`src/rtl/ste_audio_pkg.sv`:
```
// Shared constants, register ids and the attenuation-step LUT for the STE
// LMC1992 volume/tone emulation.
package ste_audio_pkg;

    localparam logic [2:0] ID_MIX    = 3'd0;
    localparam logic [2:0] ID_BASS   = 3'd1;
    localparam logic [2:0] ID_TREBLE = 3'd2;
    localparam logic [2:0] ID_MASTER = 3'd3;
    localparam logic [2:0] ID_RIGHT  = 3'd4;
    localparam logic [2:0] ID_LEFT   = 3'd5;

    typedef enum logic [1:0] {
        MIX_QUARTER = 2'b00,
        MIX_FULL    = 2'b01,
        MIX_OFF     = 2'b10,
        MIX_OFF_ALT = 2'b11
    } mix_e;

    localparam mix_e       MIX_RST    = MIX_FULL;
    localparam logic [5:0] MASTER_RST = 6'd40;
    localparam logic [5:0] SIDE_RST   = 6'd20;
    localparam logic [3:0] TONE_RST   = 4'd6;

    localparam logic [3:0] TONE_MAX   = 4'd12;
    localparam logic [5:0] SIDE_MAX   = 6'd20;
    localparam logic [5:0] MASTER_MAX = 6'd40;

    localparam logic [8:0] MANT_0 = 9'd256;
    localparam logic [8:0] MANT_1 = 9'd203;
    localparam logic [8:0] MANT_2 = 9'd161;

    localparam int STEPS = 61;

    typedef struct packed {
        logic [8:0] mant;
        logic [4:0] sh;
    } gain_t;

    function automatic logic [5:0] clamp_lvl(input logic [5:0] v, input logic [5:0] lim);
        return (v > lim) ? lim : v;
    endfunction

    function automatic logic [3:0] clamp_tone(input logic [3:0] v);
        return (v > TONE_MAX) ? TONE_MAX : v;
    endfunction

    // Each 2 dB step is a factor of ~0.794; three steps make one binary shift.
    // Steps past the table end map to a shift that mutes the output.
    function automatic gain_t step_gain(input logic [5:0] step);
        gain_t g;
        g.mant = MANT_0;
        g.sh   = 5'd21;
        for (int i = 0; i < STEPS; i++) begin
            if (step == 6'(i)) begin
                case (i % 3)
                    0:       g.mant = MANT_0;
                    1:       g.mant = MANT_1;
                    default: g.mant = MANT_2;
                endcase
                g.sh = 5'(i / 3);
            end
        end
        return g;
    endfunction

endpackage

```
`src/rtl/ste_mw_rx.sv`:
```
// Microwire frame receiver: masked serial shift-in, bit count, frame-end edge
// detection and frame validation.
module ste_mw_rx
    import ste_audio_pkg::*;
#(
    parameter int MW_BITS = 11
) (
    input  logic       clk,
    input  logic       reset,
    input  logic       mw_strobe,
    input  logic       mw_clk,
    input  logic       mw_data,
    input  logic       mw_done,
    output logic       wr_stb,
    output logic [2:0] wr_id,
    output logic [5:0] wr_data,
    output logic       cmd_err
);

    logic [MW_BITS-1:0] shift_q, shift_d, shift_in;
    logic [3:0]         cnt_q, cnt_d, cnt_in;
    logic               done_q;
    logic               cmd_err_q, cmd_err_d;
    logic               bit_vld, done_rise, frame_ok;

    // A bit presented in the same cycle as the frame end still counts.
    always_comb begin
        bit_vld  = mw_strobe & mw_clk;
        shift_in = shift_q;
        cnt_in   = cnt_q;
        if (bit_vld) begin
            shift_in = {shift_q[MW_BITS-2:0], mw_data};
            if (cnt_q != 4'hF) begin
                cnt_in = cnt_q + 4'd1;
            end
        end
        done_rise = mw_done & ~done_q;
        frame_ok  = (cnt_in == 4'(MW_BITS)) && (shift_in[MW_BITS-1 -: 2] == 2'b10);
        shift_d   = done_rise ? '0 : shift_in;
        cnt_d     = done_rise ? '0 : cnt_in;
        cmd_err_d = done_rise & ~frame_ok;
        wr_stb    = done_rise & frame_ok;
        wr_id     = shift_in[8:6];
        wr_data   = shift_in[5:0];
    end

    always_ff @(posedge clk) begin
        if (reset) begin
            shift_q   <= '0;
            cnt_q     <= '0;
            done_q    <= 1'b0;
            cmd_err_q <= 1'b0;
        end else begin
            shift_q   <= shift_d;
            cnt_q     <= cnt_d;
            done_q    <= mw_done;
            cmd_err_q <= cmd_err_d;
        end
    end

    assign cmd_err = cmd_err_q;

endmodule

```
`src/rtl/ste_lmc1992.sv`:
```
// STE LMC1992 emulation: control registers, per-side de-zipper gain ramp and
// a 3-stage mix/attenuate datapath producing signed 16-bit stereo.
module ste_lmc1992
    import ste_audio_pkg::*;
#(
    parameter int MW_BITS = 11,
    parameter int RAMP    = 1
) (
    input  logic               clk,
    input  logic               reset,
    input  logic               mw_strobe,
    input  logic               mw_clk,
    input  logic               mw_data,
    input  logic               mw_done,
    input  logic               sample_en,
    input  logic [7:0]         ste_l,
    input  logic [7:0]         ste_r,
    input  logic [7:0]         psg,
    output logic signed [15:0] out_l,
    output logic signed [15:0] out_r,
    output logic               out_valid,
    output logic [3:0]         bass,
    output logic [3:0]         treble,
    output logic               cmd_err
);

    logic       wr_stb;
    logic [2:0] wr_id;
    logic [5:0] wr_data;

    ste_mw_rx #(.MW_BITS(MW_BITS)) u_mw_rx (
        .clk       (clk),
        .reset     (reset),
        .mw_strobe (mw_strobe),
        .mw_clk    (mw_clk),
        .mw_data   (mw_data),
        .mw_done   (mw_done),
        .wr_stb    (wr_stb),
        .wr_id     (wr_id),
        .wr_data   (wr_data),
        .cmd_err   (cmd_err)
    );

    mix_e       mix_q, mix_d;
    logic [3:0] bass_q, bass_d, treble_q, treble_d;
    logic [5:0] master_q, master_d, left_q, left_d, right_q, right_d;

    always_comb begin
        mix_d    = mix_q;
        bass_d   = bass_q;
        treble_d = treble_q;
        master_d = master_q;
        left_d   = left_q;
        right_d  = right_q;
        if (wr_stb) begin
            case (wr_id)
                ID_MIX:    mix_d    = mix_e'(wr_data[1:0]);
                ID_BASS:   bass_d   = clamp_tone(wr_data[3:0]);
                ID_TREBLE: treble_d = clamp_tone(wr_data[3:0]);
                ID_MASTER: master_d = clamp_lvl(wr_data, MASTER_MAX);
                ID_RIGHT:  right_d  = clamp_lvl(wr_data, SIDE_MAX);
                ID_LEFT:   left_d   = clamp_lvl(wr_data, SIDE_MAX);
                default:   ;
            endcase
        end
    end

    always_ff @(posedge clk) begin
        if (reset) begin
            mix_q    <= MIX_RST;
            bass_q   <= TONE_RST;
            treble_q <= TONE_RST;
            master_q <= MASTER_RST;
            left_q   <= SIDE_RST;
            right_q  <= SIDE_RST;
        end else begin
            mix_q    <= mix_d;
            bass_q   <= bass_d;
            treble_q <= treble_d;
            master_q <= master_d;
            left_q   <= left_d;
            right_q  <= right_d;
        end
    end

    assign bass   = bass_q;
    assign treble = treble_q;

    // PSG contribution is common to both sides.
    logic signed [7:0] p_s;
    logic signed [9:0] p_ext, p_term;

    always_comb begin
        p_s   = signed'(psg ^ 8'h80);
        p_ext = {{2{p_s[7]}}, p_s};
        case (mix_q)
            MIX_QUARTER: p_term = p_ext >>> 2;
            MIX_FULL:    p_term = p_ext;
            default:     p_term = '0;
        endcase
    end

    logic v1_q, v2_q, v3_q;

    always_ff @(posedge clk) begin
        if (reset) begin
            v1_q <= 1'b0;
            v2_q <= 1'b0;
            v3_q <= 1'b0;
        end else begin
            v1_q <= sample_en;
            v2_q <= v1_q;
            v3_q <= v2_q;
        end
    end

    assign out_valid = v3_q;

    logic [1:0][7:0]  ste_w;
    logic [1:0][5:0]  side_w;
    logic [1:0][15:0] out_w;

    assign ste_w  = {ste_r, ste_l};
    assign side_w = {right_q, left_q};

    for (genvar gi = 0; gi < 2; gi++) begin : g_side
        logic [5:0]         cur_q, cur_d, tgt, cur1_q;
        logic signed [7:0]  s_s;
        logic signed [9:0]  s_ext, m_d, m1_q;
        logic signed [18:0] prod_d, prod_q;
        logic [4:0]         sh_q;
        logic signed [15:0] out_d, out_q;
        gain_t              g1;

        assign tgt = (MASTER_MAX - master_q) + (SIDE_MAX - side_w[gi]);

        // The ramp sees the target as it stood before any same-cycle write.
        always_comb begin
            cur_d = cur_q;
            if (sample_en) begin
                if (RAMP == 0) begin
                    cur_d = tgt;
                end else if (cur_q < tgt) begin
                    cur_d = cur_q + 6'd1;
                end else if (cur_q > tgt) begin
                    cur_d = cur_q - 6'd1;
                end
            end
        end

        always_comb begin
            s_s    = signed'(ste_w[gi] ^ 8'h80);
            s_ext  = {{2{s_s[7]}}, s_s};
            m_d    = (s_ext <<< 1) + p_term;
            g1     = step_gain(cur1_q);
            prod_d = m1_q * $signed({1'b0, g1.mant});
            out_d  = (sh_q >= 5'd16) ? '0 : 16'(prod_q >>> ({1'b0, sh_q} + 6'd2));
        end

        always_ff @(posedge clk) begin
            if (reset) begin
                cur_q  <= '0;
                cur1_q <= '0;
                m1_q   <= '0;
                prod_q <= '0;
                sh_q   <= '0;
                out_q  <= '0;
            end else begin
                cur_q <= cur_d;
                if (sample_en) begin
                    cur1_q <= cur_d;
                    m1_q   <= m_d;
                end
                if (v1_q) begin
                    prod_q <= prod_d;
                    sh_q   <= g1.sh;
                end
                if (v2_q) begin
                    out_q <= out_d;
                end
            end
        end

        assign out_w[gi] = out_q;
    end

    assign out_l = signed'(out_w[0]);
    assign out_r = signed'(out_w[1]);

endmodule
```
`config.mk`:
```
export PLATFORM = sky130hd
export DESIGN_NAME = ste_lmc1992
export DESIGN_NICKNAME = d
export VERILOG_FILES = /design/src/rtl/ste_audio_pkg.sv /design/src/rtl/ste_mw_rx.sv /design/src/rtl/ste_lmc1992.sv
export SDC_FILE = /design/constraint.sdc
export NUM_CORES = 1
export LEC_CHECK = 0
export BUFFER_PORTS_ARGS = -buffer_cell sky130_fd_sc_hd__buf_2
export CAP_MARGIN = 15
export CELL_PAD_IN_SITES_DETAIL_PLACEMENT = 0
export CELL_PAD_IN_SITES_GLOBAL_PLACEMENT = 1
export CORE_ASPECT_RATIO = 0.7
export CORE_MARGIN = 1
export CORE_UTILIZATION = 53
export CTS_CLUSTER_SIZE = 20
export DETAILED_ROUTE_END_ITERATION = 6
export PLACE_DENSITY_LB_ADDON = 0.1
export RECOVER_POWER = 25
export SETUP_SLACK_MARGIN = 0.2
export SLEW_MARGIN = 20
export SYNTH_ARGS = -nofsm -noshare
export SYNTH_HDL_FRONTEND = slang
export SYNTH_HIERARCHICAL = 1
export SYNTH_SLANG_ARGS = --single-unit
```
`constraint.sdc`:
```
create_clock -name clk -period 15.6 [get_ports clk]
set_clock_uncertainty 0.1 [all_clocks]
set_input_delay 3.9 -clock clk [delete_from_list [all_inputs] [get_ports clk]]
set_output_delay 3.9 -clock clk [all_outputs]
set_load 0.01 [all_outputs]
```
==> results.cfg, run 1 <==
[global_route]
antenna_found_initial = 0
grt_max_degree = 75
gr-usage-all-layers_pct = 25.61
grt.overflow.total = 0
first_global_vias = 13086
grt_pass1_wl_um = 68780

[setup_path]
crit_arrival_ns = 8.53
cp.required_ns = 15.83
crit_fanout = 58
worstRegToRegCells = 23
critical_path.startpoint_type = input port
crit_start = reset
worstSetupPathType = in -> reg
r2r_start = g_side[1].cur1_q[1]$_SDFFE_PP0P_
setup.worst_path.end_class = register

[cells_and_area]
fillers = 2879
synthToLayoutAreaGrowth_pct = 5.724
n_antenna_cell = 0
drive_above_1_share_pct = 8.204
finalNetCount = 2362

[worst_hold_path]
hp-class = reg -> reg
min_path_cells = 2
hold_start = bass[0]$_SDFFE_PP0P_

[synthesis]
synth_area_um2 = 17290
synth_top_family_by_area = adder cells
yosysTopAreaCell = dfxtp_1
synth_fa_ha_area_share_pct = 24.98
synthMuxAreaShare_pct = 8.987
syn_avg_cell_area_um2 = 8.378
synthXorXnorAreaFrac_pct = 4.197
netlist_instances = 2064
ys.flop_type = dfxtp_1
async_flop_share_pct = 0
synth_compound_area_share_pct = 15.48
synth.top_cell.area_share_pct = 19.80
ys_seq_area_share_pct = 19.80
syn_nets = 2379
ys_types = 84
ys_seq_elements = 171
yosys_warnings = 6
synth_edf_count = 0
synth_area_leaders = dfxtp_1, ha_1, fa_1
yosys.area_share.simple_pct = 18.26

[detailed_routing]
wl_per_cell_um = 16.76
drt_first_pass_iters = 7
vias = 13921
drc = 0
drtIter0Drc = 900
ant_nets = 0
drt-vias-per-instance = 5.613
wirelength_um = 41570

[die]
die_y_um = 153.1
die_area_um2 = 33360
start_util_pct = 54.69
core_um2 = 31620
ios = 73
rows = 54
die_w_um = 217.9

[clocking]
cts_hold_buf = 0
htreeDepth = 4
clk_path_buf_depth = 2
post_cts_buffers = 0
cts_resized = 0
clock_latency_ns = 0.45
clk_transition_reported_paths_ns = 0.07
cts_tree = yes
numCtsBuffers = 17
clock_sinks = 171
cts_root_buf = clkbuf_16

[sta]
worst_pin_slew_ns = 2.743
hold_viol = 0
period_share_pct = 53.24
drv_slew = 104
rsz0062_at_grt = no
setup_violations = 0
period_needed_ns = 8.305
max_freq_ghz = 0.1204
relSlewSlack_pct = -82.88
fin_tns_setup_ns = 0

[placement]
numPortBuffers = 72
dp_hpwl_um = 32620
gp_congestion = 0.9401

[pwr]
ir_drop_uv = 118.0
leakage_nw = 8.116
powerDensity_nw_per_um2 = 178.4
finalPower_mw = 3.262

[outcome]
violations = max-capacitance violations, max-slew violations
status = finished, violations left

[flow_run]
maxCapViolations = 2
==> synthesized netlist by cell type, types with 10 or more instances <==
library cell    n
inv_1         232
buf_4          13
mux2i_1        63
a211oi_1       25
o21ai_1        16
nand3b_1       14
nor2b_1        76
fa_1          102
xor2_1         25
clkbuf_1       71
nand2b_1       37
mux4_2         34
nand3_1        42
mux2_2         13
ha_1          182
o21ai_0        64
o211ai_1       28
nor3_1         29
o22ai_1        10
and2_1         50
or3_1          12
dfxtp_1       171
nand2_1       160
nor2_1        179
a21oi_1       155
xnor2_1        56
a21o_1         19
buf_2          25
==> where the power goes <==
group / leakage [nW] / internal (mW) / switching, mW / total [mW]
sequential: 1.39 / 0.504 / 0.133 / 0.637
clock: 0.282 / 0.218 / 0.209 / 0.426
combinational: 6.44 / 0.916 / 1.28 / 2.20
total: 8.12 / 1.64 / 1.62 / 3.26
==> through the flow <==
step / setup WS (ns) / instances / util (%) / hold slack [ns] / instance area, um^2
floorplan: 9.592 / 2064 / - / 0.3365 / 17290
global placement: 8.656 / 2448 / 56.03 / 0.3455 / 17720
detailed placement: 8.610 / 2448 / 56.03 / 0.3508 / 17720
CTS: 8.577 / 2480 / 57.89 / 0.3620 / 18310
global route: 6.897 / 2480 / 57.82 / 0.3851 / 18280
finish: 7.295 / 2480 / 57.82 / 0.3598 / 18280
==> state kept, by name (all words and copies together), names as in the netlist, 10 cells and up <==
register / count
g_side.sh_q: 10
g_side.cur_q: 12
out_l: 16
out_r: 16
g_side.prod_q: 38
u_mw_rx/shift_q: 11
g_side.m1_q: 19
g_side.cur1_q: 12
==> placed cells by master, fill, tap and decap left out, drive strengths merged, types with 34 or more instances in the layout <==
cell    synthesis  routed
mux2i          63      63
a21oi         157     157
o21ai          80      80
nor2b          76      76
fa            102     102
clkbuf         71      34
inv           234     241
xnor2          56      56
buf            49      68
nor2          180     180
dfxtp         171     171
mux4           34      34
and2           50      50
nand2         160     160
nand3          42      42
ha            182     182
nand2b         37      37
==> worst paths after layout <==
check	end	slack (ns)
worst max-delay path	g_side[1].prod_q[15]$_SDFFE_PP0P_	7.29
worst min-delay path	bass[0]$_SDFFE_PP0P_	0.36
worst max register to register	g_side[1].prod_q[18]$_SDFFE_PP0P_	8.57
worst min register to register	bass[0]$_SDFFE_PP0P_	0.36
==> layer usage <==
| metal | vias to the layer above | GRT usage [%] | wire length (um) |
|---|---|---|---|
| li1 | 7016 | - | - |
| met1 | 6522 | 38.17 | 20800 |
| met2 | 346 | 37.69 | 17550 |
| met3 | 37 | 4.935 | 2541 |
| met4 | 0 | 6.327 | 678 |
| met5 | - | 0 | 0 |
==> worst max-delay path, cell delays in order <==
cell      delay [ns]
clkbuf_1        0.98
clkbuf_1        2.01
nor2b_1         0.84
nand3b_1        0.34
nor2_1          0.06
a221oi_1        0.21
o211ai_1        0.13
==> area by class of cell <==
type	count	area [um^2]	share of cell area (%)
tap	420	525.5	2.875
sequential	171	3426	18.74
clock buffer	18	439.2	2.402
clock inverter	14	147.6	0.8076
multi-input combinational	1538	12430	68.01
timing repair buffer	84	427.9	2.341
inverter	235	882.1	4.825
==> kinds of logic after synthesis <==
logic type / count (synthesis)
xor gates and xnor gates: 82
adders and majority gates: 284
AOI/OAI and AO/OA: 419
muxes: 111
DFF: 171
and+or+nand+nor: 642
buffers and inverters: 355
No activity file was read; power rests on OpenSTA's default activity.
==> run 2: changes to the inputs <==
CORE_UTILIZATION = 49   (was 53)
clock period = 8.7 ns   (was 15.6 ns; I/O delays follow)
==> results.cfg, run 2 (synthesized netlist as in run 1, its figures left out) <==
[die]
rows = 57
die_area_um2 = 36060
start_util_pct = 49.79
ios = 73
die_y_um = 159.2
core_um2 = 34730
die_w_um = 226.5

[pwr]
powerDensity_nw_per_um2 = 316.8
p_comb_share_pct = 66.9
pwr-share-clk_pct = 12.5
leakage_nw = 8.026
power_frac_seq_pct = 20.6
p_sw_mw = 2.877
ir_drop_uv = 204.9
intPower_mw = 2.908
swShare_pct = 49.73

[cells_and_area]
regMostFlops = g_side.prod_q
final_util_pct = 52.58
final_cell_mix = inv_1, ha_1, nor2_1, dfxtp_1, nand2_1
reg_top3 = g_side.prod_q (38), g_side.m1_q (19)
fin_cells = 2529
mostFrequentLayoutCell = inv_1
synthToLayoutAreaGrowth_pct = 5.608
drive_above_1_share_pct = 7.247
largest_reg_flops = 38
finalNetCount = 2360
fillers = 3420

[setup_path]
crit_fanout = 24
cp-endpoint = g_side[1].prod_q[18]$_SDFFE_PP0P_
cp.required_ns = 9.00
worstSetupPathType = reg -> reg
crit_start = g_side[1].cur1_q[1]$_SDFFE_PP0P_
regToRegEndpoint = g_side[1].prod_q[18]$_SDFFE_PP0P_
reg2reg_slack_ns = 1.61
critical_path.startpoint_type = register
setup.worst_path.end_class = register
crit_arrival_ns = 7.39
worstRegToRegCells = 24
r2r_start = g_side[1].cur1_q[1]$_SDFFE_PP0P_

[global_route]
gr-usage-all-layers_pct = 23.86
grt_max_degree = 76
antenna_found_initial = 1
grt_pass1_wl_um = 68940
grt.overflow.total = 0
first_global_vias = 12965

[sta]
hold_viol = 0
period_needed_ns = 7.092
max_freq_ghz = 0.1410
period_share_pct = 81.52
setup_violations = 0
drv_slew = 78
hold_slack_ns = 0.3597
rsz0062_at_grt = no
fin_tns_setup_ns = 0
relSlewSlack_pct = -20.39
worst_pin_slew_ns = 1.806

[detailed_routing]
wl_per_cell_um = 16.53
drt_first_pass_iters = 7
drt-vias-per-instance = 5.509
vias = 13933
drc = 0
ant_nets = 0
wirelength_um = 41820
drtIter0Drc = 821

[clocking]
clock_sinks = 171
htreeDepth = 4
cts_root_buf = clkbuf_16
cts_tree = yes
cts_resized = 0
clk_transition_reported_paths_ns = 0.07
post_cts_buffers = 0
numCtsBuffers = 17
clock_latency_ns = 0.45
clk_path_buf_depth = 2
cts_hold_buf = 0

[worst_hold_path]
hp-class = reg -> reg
hold_start = bass[0]$_SDFFE_PP0P_

[flow_run]
maxCapViolations = 2

[placement]
numPortBuffers = 72
placed_cells = 2498
gp_congestion = 0.9201
dp_hpwl_um = 32790

[outcome]
status = finished, violations left
violations = max-capacitance violations, max-slew violations
==> run 2: worst min path at each step <==
stage | to | slack [ns] | depth (start not counted)
2_1_floorplan | u_mw_rx/shift_q[10]$_SDFF_PP0_ | 0.34 | 2
6_report | bass[0]$_SDFFE_PP0P_ | 0.36 | 2
4_1_cts | bass[0]$_SDFFE_PP0P_ | 0.36 | 2
3_5_place_dp | bass[0]$_SDFFE_PP0P_ | 0.35 | 2
5_1_grt | u_mw_rx/shift_q[10]$_SDFF_PP0_ | 0.38 | 2
3_3_place_gp | bass[0]$_SDFFE_PP0P_ | 0.35 | 2
==> run 2: cell type report <==
type / instances / area [um^2] / area share [%]
diodes: 1 / 2.502 / 0.01370
clock buffers: 19 / 452.9 / 2.480
clock inverters: 11 / 86.33 / 0.4728
inverters: 235 / 882.1 / 4.830
multi-input cells: 1538 / 12430 / 68.08
flip-flops and latches: 171 / 3426 / 18.76
well taps: 472 / 590.6 / 3.234
repair buffers: 82 / 387.9 / 2.124
==> run 2: per-stage QoR <==
stage          instance area (um^2)  setup slack [ns]  power, mW
2_1_floorplan                 17290             2.721      4.180
4_1_cts                       18310             1.645      5.808
3_3_place_gp                  17770             1.834      5.004
6_report                      18260             1.608      5.785
5_1_grt                       18260             1.018      6.435
3_5_place_dp                  17770             1.670      5.045
==> run 2: per-layer routing <==
metal | share of wire, % | up-vias | wire, um | global-route usage [%]
li1 | - | 6995 | - | -
met4 | 1.5 | 0 | 620 | 5.743
met2 | 41 | 304 | 17320 | 34.29
met5 | 0 | - | 0 | 0
met3 | 4.3 | 34 | 1797 | 3.783
met1 | 53 | 6600 | 22080 | 36.85
==> run 2: power by group through the flow <==
stage	Clock, mW	Sequential, mW	Combinational (mW)
after detailed placement	0	1.20	3.84
after CTS	0.745	1.19	3.88
after global placement	0	1.20	3.80
final	0.723	1.19	3.87
after global routing	0.780	1.23	4.43
after floorplan	0	1.01	3.17
==> run 2: critical path: stages, from the launching register on <==
cell      delay (ns)
dfxtp_1         0.85
inv_2           0.22
nand2_1         0.18
nor2_1          0.08
a32oi_1         0.23
o22ai_1         0.12
a211oi_2        0.57
nor2b_1         0.32
ha_1            0.37
inv_1           0.05
fa_1            0.50
inv_1           0.05
fa_1            0.47
fa_1            0.55
inv_1           0.05
fa_1            0.49
inv_1           0.04
ha_1            0.24
nor4_1          0.38
o211ai_1        0.15
nand3_1         0.16
nor2_1          0.06
a311o_1         0.37
a41oi_1         0.22
o311a_1         0.21
==> run 3: changes to the inputs <==
CORE_UTILIZATION = 44   (was 49)
clock period = 6 ns   (was 8.7 ns; I/O delays follow)
==> results.cfg, run 3 (synthesized netlist as in run 1, its figures left out) <==
[setup_path]
critical_path.startpoint_type = register
regToRegEndpoint = g_side[1].prod_q[16]$_SDFFE_PP0P_
worstRegToRegCells = 25
setup.worst_path.end_class = register
reg2reg_slack_ns = 0.24
worstSetupPathType = reg -> reg
cp-endpoint = g_side[1].prod_q[16]$_SDFFE_PP0P_
r2r_start = g_side[1].cur1_q[4]$_SDFFE_PP0P_
cp.required_ns = 6.26
crit_start = g_side[1].cur1_q[4]$_SDFFE_PP0P_
crit_arrival_ns = 6.02
crit_fanout = 6

[die]
start_util_pct = 44.81
die_w_um = 238.9
ios = 73
die_area_um2 = 40110
rows = 60
die_y_um = 167.9
core_um2 = 38590

[cells_and_area]
drive_above_1_share_pct = 19.39
final_cell_mix = inv_1, nor2_1, ha_1, dfxtp_1, nand2_1
finalNetCount = 2504
mostFrequentLayoutCell = inv_1
fillers = 3765
fin_cells = 2730
largest_reg_flops = 38
reg_top3 = g_side.prod_q (38), g_side.m1_q (19)
regMostFlops = g_side.prod_q
synthToLayoutAreaGrowth_pct = 17.79
fin_area_um2 = 20370

[global_route]
grt.overflow.total = 0
gr-usage-all-layers_pct = 22.52
grt_pass1_wl_um = 71740
antenna_found_initial = 1
grt_max_degree = 68
first_global_vias = 13426

[detailed_routing]
ant_nets = 0
vias = 14569
drc = 0
wirelength_um = 45960
drt_first_pass_iters = 5
wl_per_cell_um = 16.83
drtIter0Drc = 751
drt-vias-per-instance = 5.337

[placement]
dpl_worst_slack_ns = -0.1785
dp_hpwl_um = 35510
numPortBuffers = 72
gp_congestion = 0.8724
placed_cells = 2679
dpl_cell_area_um2 = 18850

[outcome]
violations = max-capacitance violations, max-slew violations
status = finished, violations left

[clocking]
clock_latency_ns = 0.46
cts_root_buf = clkbuf_16
clk_path_buf_depth = 2
clock_sinks = 171
clk_transition_reported_paths_ns = 0.08
numCtsBuffers = 17
htreeDepth = 4
cts_hold_buf = 0
cts_tree = yes

[sta]
max_freq_ghz = 0.1738
fin_tns_setup_ns = 0
setup_slack_ns = 0.2446
period_needed_ns = 5.755
relSlewSlack_pct = -40.12
setup_violations = 0
worst_pin_slew_ns = 2.102
hold_viol = 0
rsz0062_at_grt = yes
drv_slew = 177
period_share_pct = 95.92

[flow_run]
maxCapViolations = 4

[pwr]
ir_drop_uv = 290.3
finalPower_mw = 10.31
leakage_nw = 8.942
powerDensity_nw_per_um2 = 506.2

[worst_hold_path]
hp-class = reg -> reg
## run 3: changes by cell type in the layout (fill, tap and decap cells not counted), moves of 11 or more
cell,previous run,this run
and2_1,50,39
ha_1,182,159
ha_4,0,18
nor2b_1,76,62
inv_2,2,14
inv_1,232,218
buf_4,7,133
nor2b_4,0,11
## run 3: per-stage QoR
step	hold WS (ns)	util (%)
global placement	0.3428	48.85
detailed placement	0.3489	48.85
global route	0.3907	52.79
finish	0.3583	52.79
CTS	0.3604	50.93
floorplan	0.3365	-
## run 3: routing by layer
metal / wire length [um] / vias to the layer above / track usage [%]
met5: 0 / - / 0
met4: 471 / 0 / 3.623
met3: 1902 / 26 / 3.951
met2: 19630 / 258 / 32.87
met1: 23960 / 6972 / 34.68
li1: - / 7313 / -
## run 3: how the worst min path moves through the flow
| stage | start | endpoint | slack, ns | depth (start not counted) |
|---|---|---|---|---|
| finish | bass[3]$_SDFFE_PP0P_ | bass[3]$_SDFFE_PP0P_ | 0.36 | 2 |
| global route | u_mw_rx/shift_q[8]$_SDFF_PP0_ | u_mw_rx/shift_q[9]$_SDFF_PP0_ | 0.39 | 2 |
| floorplan | u_mw_rx/shift_q[10]$_SDFF_PP0_ | u_mw_rx/shift_q[10]$_SDFF_PP0_ | 0.34 | 2 |
| detailed placement | u_mw_rx/shift_q[10]$_SDFF_PP0_ | u_mw_rx/shift_q[10]$_SDFF_PP0_ | 0.35 | 2 |
| global placement | u_mw_rx/shift_q[10]$_SDFF_PP0_ | u_mw_rx/shift_q[10]$_SDFF_PP0_ | 0.34 | 2 |
| CTS | u_mw_rx/shift_q[10]$_SDFF_PP0_ | u_mw_rx/shift_q[10]$_SDFF_PP0_ | 0.36 | 2 |
## run 3: timing repair
item / CTS / global route
setup endpoints to repair: 17 / 18
cloned: 0 / 2
pin swaps: 22 / 81
endpoints found under the hold margin: 0 / 0
gates resized for setup: 40 / 149
setup buffers: 8 / 8
## run 3: power by group
| group | switching, mW | internal, mW |
|---|---|---|
| Combinational | 4.00 | 3.55 |
| Sequential | 0.273 | 1.32 |
| Clock | 0.562 | 0.597 |
| Total | 4.84 | 5.47 |
## run 3: critical path: stages, from the launching register on
cell       delay, ns
dfxtp_4         0.37
buf_6           0.13
or3_4           0.42
o211ai_2        0.20
o211a_1         0.23
nor2_4          0.08
clkbuf_16       0.17
and2_4          0.17
ha_4            0.26
inv_1           0.04
fa_1            0.49
inv_2           0.04
fa_1            0.48
fa_2            0.54
inv_2           0.04
fa_1            0.48
inv_2           0.05
ha_4            0.27
o21ai_4         0.06
o211ai_1        0.17
nand3_1         0.12
buf_4           0.16
o21ai_2         0.13
xor2_1          0.22
mux2i_1         0.11
nor2_1          0.12
## run 3: area by class of cell
type,count,area (um^2),area share [%]
Clock buffer,17,425.4,2.089
Sequential cell,171,3456,16.97
Tap cell,527,659.4,3.237
Clock inverter,15,175.2,0.8600
Timing Repair Buffer,226,1628,7.992
Multi-Input combinational cell,1538,13130,64.48
Inverter,235,888.4,4.361
Antenna cell,1,2.502,0.01229
